## src/rtl/cmd_uart_bridge.sv

```systemverilog
// rtl/cmd_uart_bridge.sv - two-byte command assembler and single-byte response sender for the UART link
//
// Purpose:
//   RX side collects two UART bytes (high byte first) into a 16-bit command
//   with a registered ready flag. TX side launches single-byte responses to
//   the UART transmitter and holds one further response in a pending slot.
//   Build option CMD_BYTE_TIMEOUT_EN adds an inter-byte timeout of
//   TIMEOUT_CLKS cycles. Without it, the RX path waits for the low byte
//   indefinitely.
//
// Ports:
//   clk, rst      clock; asynchronous active-high reset
//   rx_rdy        UART RX holds a byte (level)
//   rx_data       received byte
//   clr_rx_rdy    combinational byte-consumed strobe
//   cmd           assembled command {high, low}
//   cmd_rdy       command valid (registered)
//   clr_cmd_rdy   consumer acknowledge of cmd
//   send_resp     one-cycle request to transmit resp
//   resp          response byte
//   tx_trmt       one-cycle start pulse to UART TX
//   tx_data       byte being transmitted
//   tx_done       UART TX finished the current byte
//   overrun       sticky error flag, cleared only by rst

module cmd_uart_bridge #(
    parameter int TIMEOUT_CLKS = 1048576
) (
    input  logic        clk,
    input  logic        rst,
    input  logic        rx_rdy,
    input  logic [7:0]  rx_data,
    output logic        clr_rx_rdy,
    output logic [15:0] cmd,
    output logic        cmd_rdy,
    input  logic        clr_cmd_rdy,
    input  logic        send_resp,
    input  logic [7:0]  resp,
    output logic        tx_trmt,
    output logic [7:0]  tx_data,
    input  logic        tx_done,
    output logic        overrun
);

    typedef enum logic {WAIT_HI, WAIT_LO} rx_state_t;
    typedef enum logic {TX_IDLE, TX_BUSY} tx_state_t;

    rx_state_t   r_rx_state, w_rx_state_nxt;
    logic [7:0]  r_hi, w_hi_nxt;
    logic [15:0] r_cmd, w_cmd_nxt;
    logic        r_cmd_rdy, w_cmd_rdy_nxt;
    logic        w_ovr_rx;
    logic        w_timeout;

    tx_state_t   r_tx_state, w_tx_state_nxt;
    logic        r_tx_trmt, w_tx_trmt_nxt;
    logic [7:0]  r_tx_data, w_tx_data_nxt;
    logic        r_pend_full, w_pend_full_nxt;
    logic [7:0]  r_pend_data, w_pend_data_nxt;
    logic        w_ovr_tx;
    logic        w_done;

    logic        r_overrun;

`ifdef CMD_BYTE_TIMEOUT_EN
    localparam logic [23:0] TO_LAST = 24'(TIMEOUT_CLKS - 1);
    logic [23:0] r_to_cnt;

    // Held at zero outside WAIT_LO, so it starts from zero on every entry.
    always_ff @(posedge clk or posedge rst) begin
        if (rst)
            r_to_cnt <= '0;
        else if (r_rx_state == WAIT_LO)
            r_to_cnt <= r_to_cnt + 24'd1;
        else
            r_to_cnt <= '0;
    end

    // A byte arriving on the terminal count wins over the timeout.
    assign w_timeout = (r_rx_state == WAIT_LO) && !rx_rdy && (r_to_cnt == TO_LAST);
`else
    assign w_timeout = 1'b0;
`endif

    always_ff @(posedge clk or posedge rst) begin
        if (rst) begin
            r_rx_state  <= WAIT_HI;
            r_hi        <= '0;
            r_cmd       <= '0;
            r_cmd_rdy   <= 1'b0;
            r_tx_state  <= TX_IDLE;
            r_tx_trmt   <= 1'b0;
            r_tx_data   <= '0;
            r_pend_full <= 1'b0;
            r_pend_data <= '0;
            r_overrun   <= 1'b0;
        end else begin
            r_rx_state  <= w_rx_state_nxt;
            r_hi        <= w_hi_nxt;
            r_cmd       <= w_cmd_nxt;
            r_cmd_rdy   <= w_cmd_rdy_nxt;
            r_tx_state  <= w_tx_state_nxt;
            r_tx_trmt   <= w_tx_trmt_nxt;
            r_tx_data   <= w_tx_data_nxt;
            r_pend_full <= w_pend_full_nxt;
            r_pend_data <= w_pend_data_nxt;
            r_overrun   <= r_overrun | w_ovr_rx | w_ovr_tx | w_timeout;
        end
    end

    // RX: every offered byte is consumed immediately, so clr_rx_rdy follows rx_rdy.
    always_comb begin
        w_rx_state_nxt = r_rx_state;
        w_hi_nxt       = r_hi;
        w_cmd_nxt      = r_cmd;
        w_cmd_rdy_nxt  = r_cmd_rdy;
        w_ovr_rx       = 1'b0;
        clr_rx_rdy     = 1'b0;
        case (r_rx_state)
            WAIT_HI: begin
                if (rx_rdy) begin
                    clr_rx_rdy     = 1'b1;
                    w_hi_nxt       = rx_data;
                    w_rx_state_nxt = WAIT_LO;
                end else if (clr_cmd_rdy) begin
                    w_cmd_rdy_nxt = 1'b0;
                end
            end
            WAIT_LO: begin
                if (rx_rdy) begin
                    clr_rx_rdy     = 1'b1;
                    w_rx_state_nxt = WAIT_HI;
                    // A same-cycle acknowledge frees the slot, and the new command takes it.
                    if (!r_cmd_rdy || clr_cmd_rdy) begin
                        w_cmd_nxt     = {r_hi, rx_data};
                        w_cmd_rdy_nxt = 1'b1;
                    end else begin
                        w_ovr_rx = 1'b1;
                    end
                end else begin
                    if (clr_cmd_rdy)
                        w_cmd_rdy_nxt = 1'b0;
                    if (w_timeout) begin
                        w_rx_state_nxt = WAIT_HI;
                        w_hi_nxt       = '0;
                    end
                end
            end
            default: w_rx_state_nxt = WAIT_HI;
        endcase
    end

    // tx_done is only meaningful in TX_BUSY once the start pulse has gone out.
    assign w_done = (r_tx_state == TX_BUSY) && tx_done && !r_tx_trmt;

    always_comb begin
        w_tx_state_nxt  = r_tx_state;
        w_tx_trmt_nxt   = 1'b0;
        w_tx_data_nxt   = r_tx_data;
        w_pend_full_nxt = r_pend_full;
        w_pend_data_nxt = r_pend_data;
        w_ovr_tx        = 1'b0;
        case (r_tx_state)
            TX_IDLE: begin
                if (send_resp) begin
                    w_tx_data_nxt  = resp;
                    w_tx_trmt_nxt  = 1'b1;
                    w_tx_state_nxt = TX_BUSY;
                end
            end
            TX_BUSY: begin
                if (w_done) begin
                    if (r_pend_full) begin
                        w_tx_data_nxt   = r_pend_data;
                        w_tx_trmt_nxt   = 1'b1;
                        // The slot drains this cycle, so a coincident request refills it.
                        w_pend_full_nxt = send_resp;
                        if (send_resp)
                            w_pend_data_nxt = resp;
                    end else if (send_resp) begin
                        w_tx_data_nxt = resp;
                        w_tx_trmt_nxt = 1'b1;
                    end else begin
                        w_tx_state_nxt = TX_IDLE;
                    end
                end else if (send_resp) begin
                    if (r_pend_full) begin
                        w_ovr_tx = 1'b1;
                    end else begin
                        w_pend_full_nxt = 1'b1;
                        w_pend_data_nxt = resp;
                    end
                end
            end
            default: w_tx_state_nxt = TX_IDLE;
        endcase
    end

    assign cmd     = r_cmd;
    assign cmd_rdy = r_cmd_rdy;
    assign tx_trmt = r_tx_trmt;
    assign tx_data = r_tx_data;
    assign overrun = r_overrun;

endmodule

```

## config.mk

```make
export PLATFORM = sky130hd
export DESIGN_NAME = cmd_uart_bridge
export DESIGN_NICKNAME = d
export VERILOG_FILES = /design/src/rtl/cmd_uart_bridge.sv
export SDC_FILE = /design/constraint.sdc
export NUM_CORES = 1
export LEC_CHECK = 0
export BUFFER_PORTS_ARGS = -buffer_cell sky130_fd_sc_hd__buf_2
export CAP_MARGIN = 20
export CORE_MARGIN = 4
export CORE_UTILIZATION = 53
export CTS_CLUSTER_DIAMETER = 150
export DETAILED_ROUTE_END_ITERATION = 6
export PLACE_DENSITY = 0.79
export SLEW_MARGIN = 20
export SYNTH_ARGS = -nofsm -noshare
export SYNTH_HDL_FRONTEND = slang
export SYNTH_SLANG_ARGS = --single-unit
```

## constraint.sdc

```tcl
create_clock -name clk -period 1.5 [get_ports clk]
set_input_delay 0.3 -clock clk [delete_from_list [all_inputs] [get_ports clk]]
set_output_delay 0.3 -clock clk [all_outputs]
set_load 0.03 [all_outputs]
```

==> impl_metrics.json <==
{
  "die_area_mm2": 0.005189,
  "start_util_pct": 54.73,
  "tightestPinTransition_ps": 343.4,
  "rr_endpoint": "cmd[13]$_DFFE_PP0P_",
  "hold_buffers": 0,
  "cts.sinks": 46,
  "yosys.area.top_type_share_pct": 52.96,
  "io_pins": 50,
  "leakagePower_nw": 1.203,
  "syn_area_per_cell_um2": 12.71,
  "cp_slowest_cell": "dfrtp_1",
  "grt_busiest_layer": "met2",
  "slew_violations": 0,
  "tritoncts": "yes",
  "maxCapViolCount": 0,
  "insertion_delay_ps": 300,
  "setup_viol": 0,
  "netlist-cell-type-count": 29,
  "place.gp.congestion": 0.7752,
  "worstSetupStartpointType": "register",
  "vias": 1538,
  "synth_top_cell_by_area": "dfrtp_1",
  "cts_root_buf": "clkbuf_8",
  "power_w": 0.005956,
  "routedWlPerCell_um": 15.62,
  "drc_errors": 0,
  "port_buffers": 49,
  "grt_setup_unrepaired": "false",
  "finClkSkew_ps": 12.96,
  "core_mm2": 0.003971,
  "grt.overflow.total": 0,
  "cts-buffers-inserted": 5,
  "synthTopCellsByArea": "dfrtp_1 53%, mux2_2 12%, and4bb_2 4.6%",
  "viasPerCell": 5.513,
  "diodes": 0,
  "h-tree-depth": 2,
  "grt_max_degree": 47,
  "drive_above_1_share_pct": 46.29,
  "num_rows": 23,
  "ys_seq_elements": 46,
  "place_inst": 271,
  "critical-path-max-stage-delay_ps": 410,
  "syn_nets": 196,
  "grt_use_met1_pct": 25.02,
  "ys.flop_type": "dfrtp_1",
  "r2r_cells": 4,
  "cts_setup_buffers": 0,
  "hold_viol": 0,
  "cp-end-kind": "register",
  "cp_cell_sequence": "ha_1 -> o21ai_4 -> buf_12 -> mux2_2",
  "drtIter0Drc": 40,
  "fin_cells": 279,
  "finalNetCount": 253,
  "grt_pass1_vias": 1507,
  "grt_use_met2_pct": 27.55,
  "ys_seq_area_share_pct": 52.96,
  "arrival_ps": 1510,
  "async_flop_share_pct": 100.0,
  "cts.clk_slew.worst_paths_ps": 90,
  "yosysMostFrequentCell": "dfrtp_1",
  "final_util_pct": 65.82,
  "finalWirelength_mm": 4.359,
  "dp_hpwl_mm": 3.195,
  "grtUsageMet3_pct": 3.601,
  "reg2reg_from": "r_rx_state$_DFF_PP0_",
  "yosys_warnings": 0,
  "grt_use_total_pct": 17.59,
  "status": "finished clean",
  "die_w_um": 72.04,
  "path_buf_inv": 1,
  "fin_crit_ps": 1332,
  "die_y_um": 72.04,
  "synthTopCellsByCount": "46 x dfrtp_1, 23 x mux2_2, 13 x inv_1",
  "rrSetupSlack_ps": 170,
  "timing.fmax_mhz": 750.9,
  "ant_nets": 0,
  "syn_inst": 171,
  "power_density_mw_per_mm2": 2279,
  "cpLargestDelayFamily": "flip-flops",
  "critical_path.startpoint": "r_rx_state$_DFF_PP0_",
  "antenna_found_initial": 0,
  "setup_tns_ps": 0,
  "grt_pass1_wl_mm": 7.169,
  "critPathKind": "register to register",
  "hp-class": "input port to async pin",
  "worstPathRequired_ps": 1680,
  "area_growth_pct": 20.26,
  "crit_fanout": 16,
  "synth_edf_count": 0,
  "vdd_drop_max_mv": 1.116,
  "slew_headroom_pct": 76.81,
  "post_cts_resized": 0,
  "ctsLongestPathBuffers": 2,
  "drt_first_pass_iters": 4,
  "synth_area_mm2": 0.002173,
  "finalCritPeriodShare_pct": 88.78
}
layer usage:
layer  up-vias  wire [um]
li1        744          -
met1       750       2001
met2        38       2097
met3         6        212
met4         0         48
met5         -          0
stage by stage:
step	hold WS, ps	area [um2]	worst slack, ps
4_1_cts	30.03	2614	163.8
5_1_grt	34.69	2614	67.53
3_3_place_gp	355.3	2526	144.4
2_1_floorplan	431.7	2175	13.28
3_5_place_dp	358.4	2526	112.6
6_report	24.19	2614	168.3
state kept, by name, indices dropped and copies added, names as in the netlist:
name / flops
cmd_rdy: 1
cmd: 16
r_pend_data: 8
r_rx_state: 1
r_hi: 8
overrun: 1
tx_trmt: 1
tx_data: 8
r_pend_full: 1
r_tx_state: 1
power breakdown:
part / internal (W) / switching, W / total [W]
Sequential: 0.00185 / 0.000356 / 0.00220
Clock: 0.000328 / 0.000409 / 0.000737
Combinational: 0.00131 / 0.00170 / 0.00301
worst max-delay path by stage:
stage	end	cells after the start
2_1_floorplan	cmd_rdy$_DFFE_PP0P_	1
4_1_cts	tx_data[0]$_DFFE_PP0P_	4
3_3_place_gp	cmd[9]$_DFFE_PP0P_	5
6_report	cmd[13]$_DFFE_PP0P_	4
5_1_grt	tx_data[5]$_DFFE_PP0P_	4
3_5_place_dp	cmd[1]$_DFFE_PP0P_	5
cell type report:
type,count,area (um2)
Fill cell,305,1358
Sequential cell,46,1152
Multi-Input combinational cell,101,902.1
Timing Repair Buffer,61,360.3
Clock buffer,5,68.82
Tap cell,50,62.56
Inverter,13,48.80
Clock inverter,3,18.77
layout by cell type (no fill, tap or decap), drive strengths merged, types with 3 or more instances in the layout:
cell     Yosys  final
nand2        5      5
and2         8      8
o22ai        9      9
and4bb       8      8
inv         13     13
a21boi       8      8
ha           3      3
a21oi        4      4
mux2        24     24
buf          8     61
a2bb2oi      7      7
dfrtp       46     46
clkbuf       3      5
o31ai        8      8
a211oi       8      8
clkinv       0      3
cells by family after synthesis:
kind of cell             Yosys count  share of synthesized area [%]
AO/OA/AOI/OAI                     49                          17.96
flip-flops                        46                          52.96
buffers and inverters             24                          5.527
multiplexers                      24                          12.44
AND/OR/NAND/NOR                   24                          8.636
adder cells (fa/ha/maj)            3                          1.727
XOR/XNOR                           1                         0.7486
worst reg2reg max path, cell delays in order, from the launching register on:
cell     delay (ps)
dfrtp_1         410
ha_1            220
o21ai_4          80
buf_12          170
mux2_2          350
No activity file was read; power rests on OpenSTA's default activity.
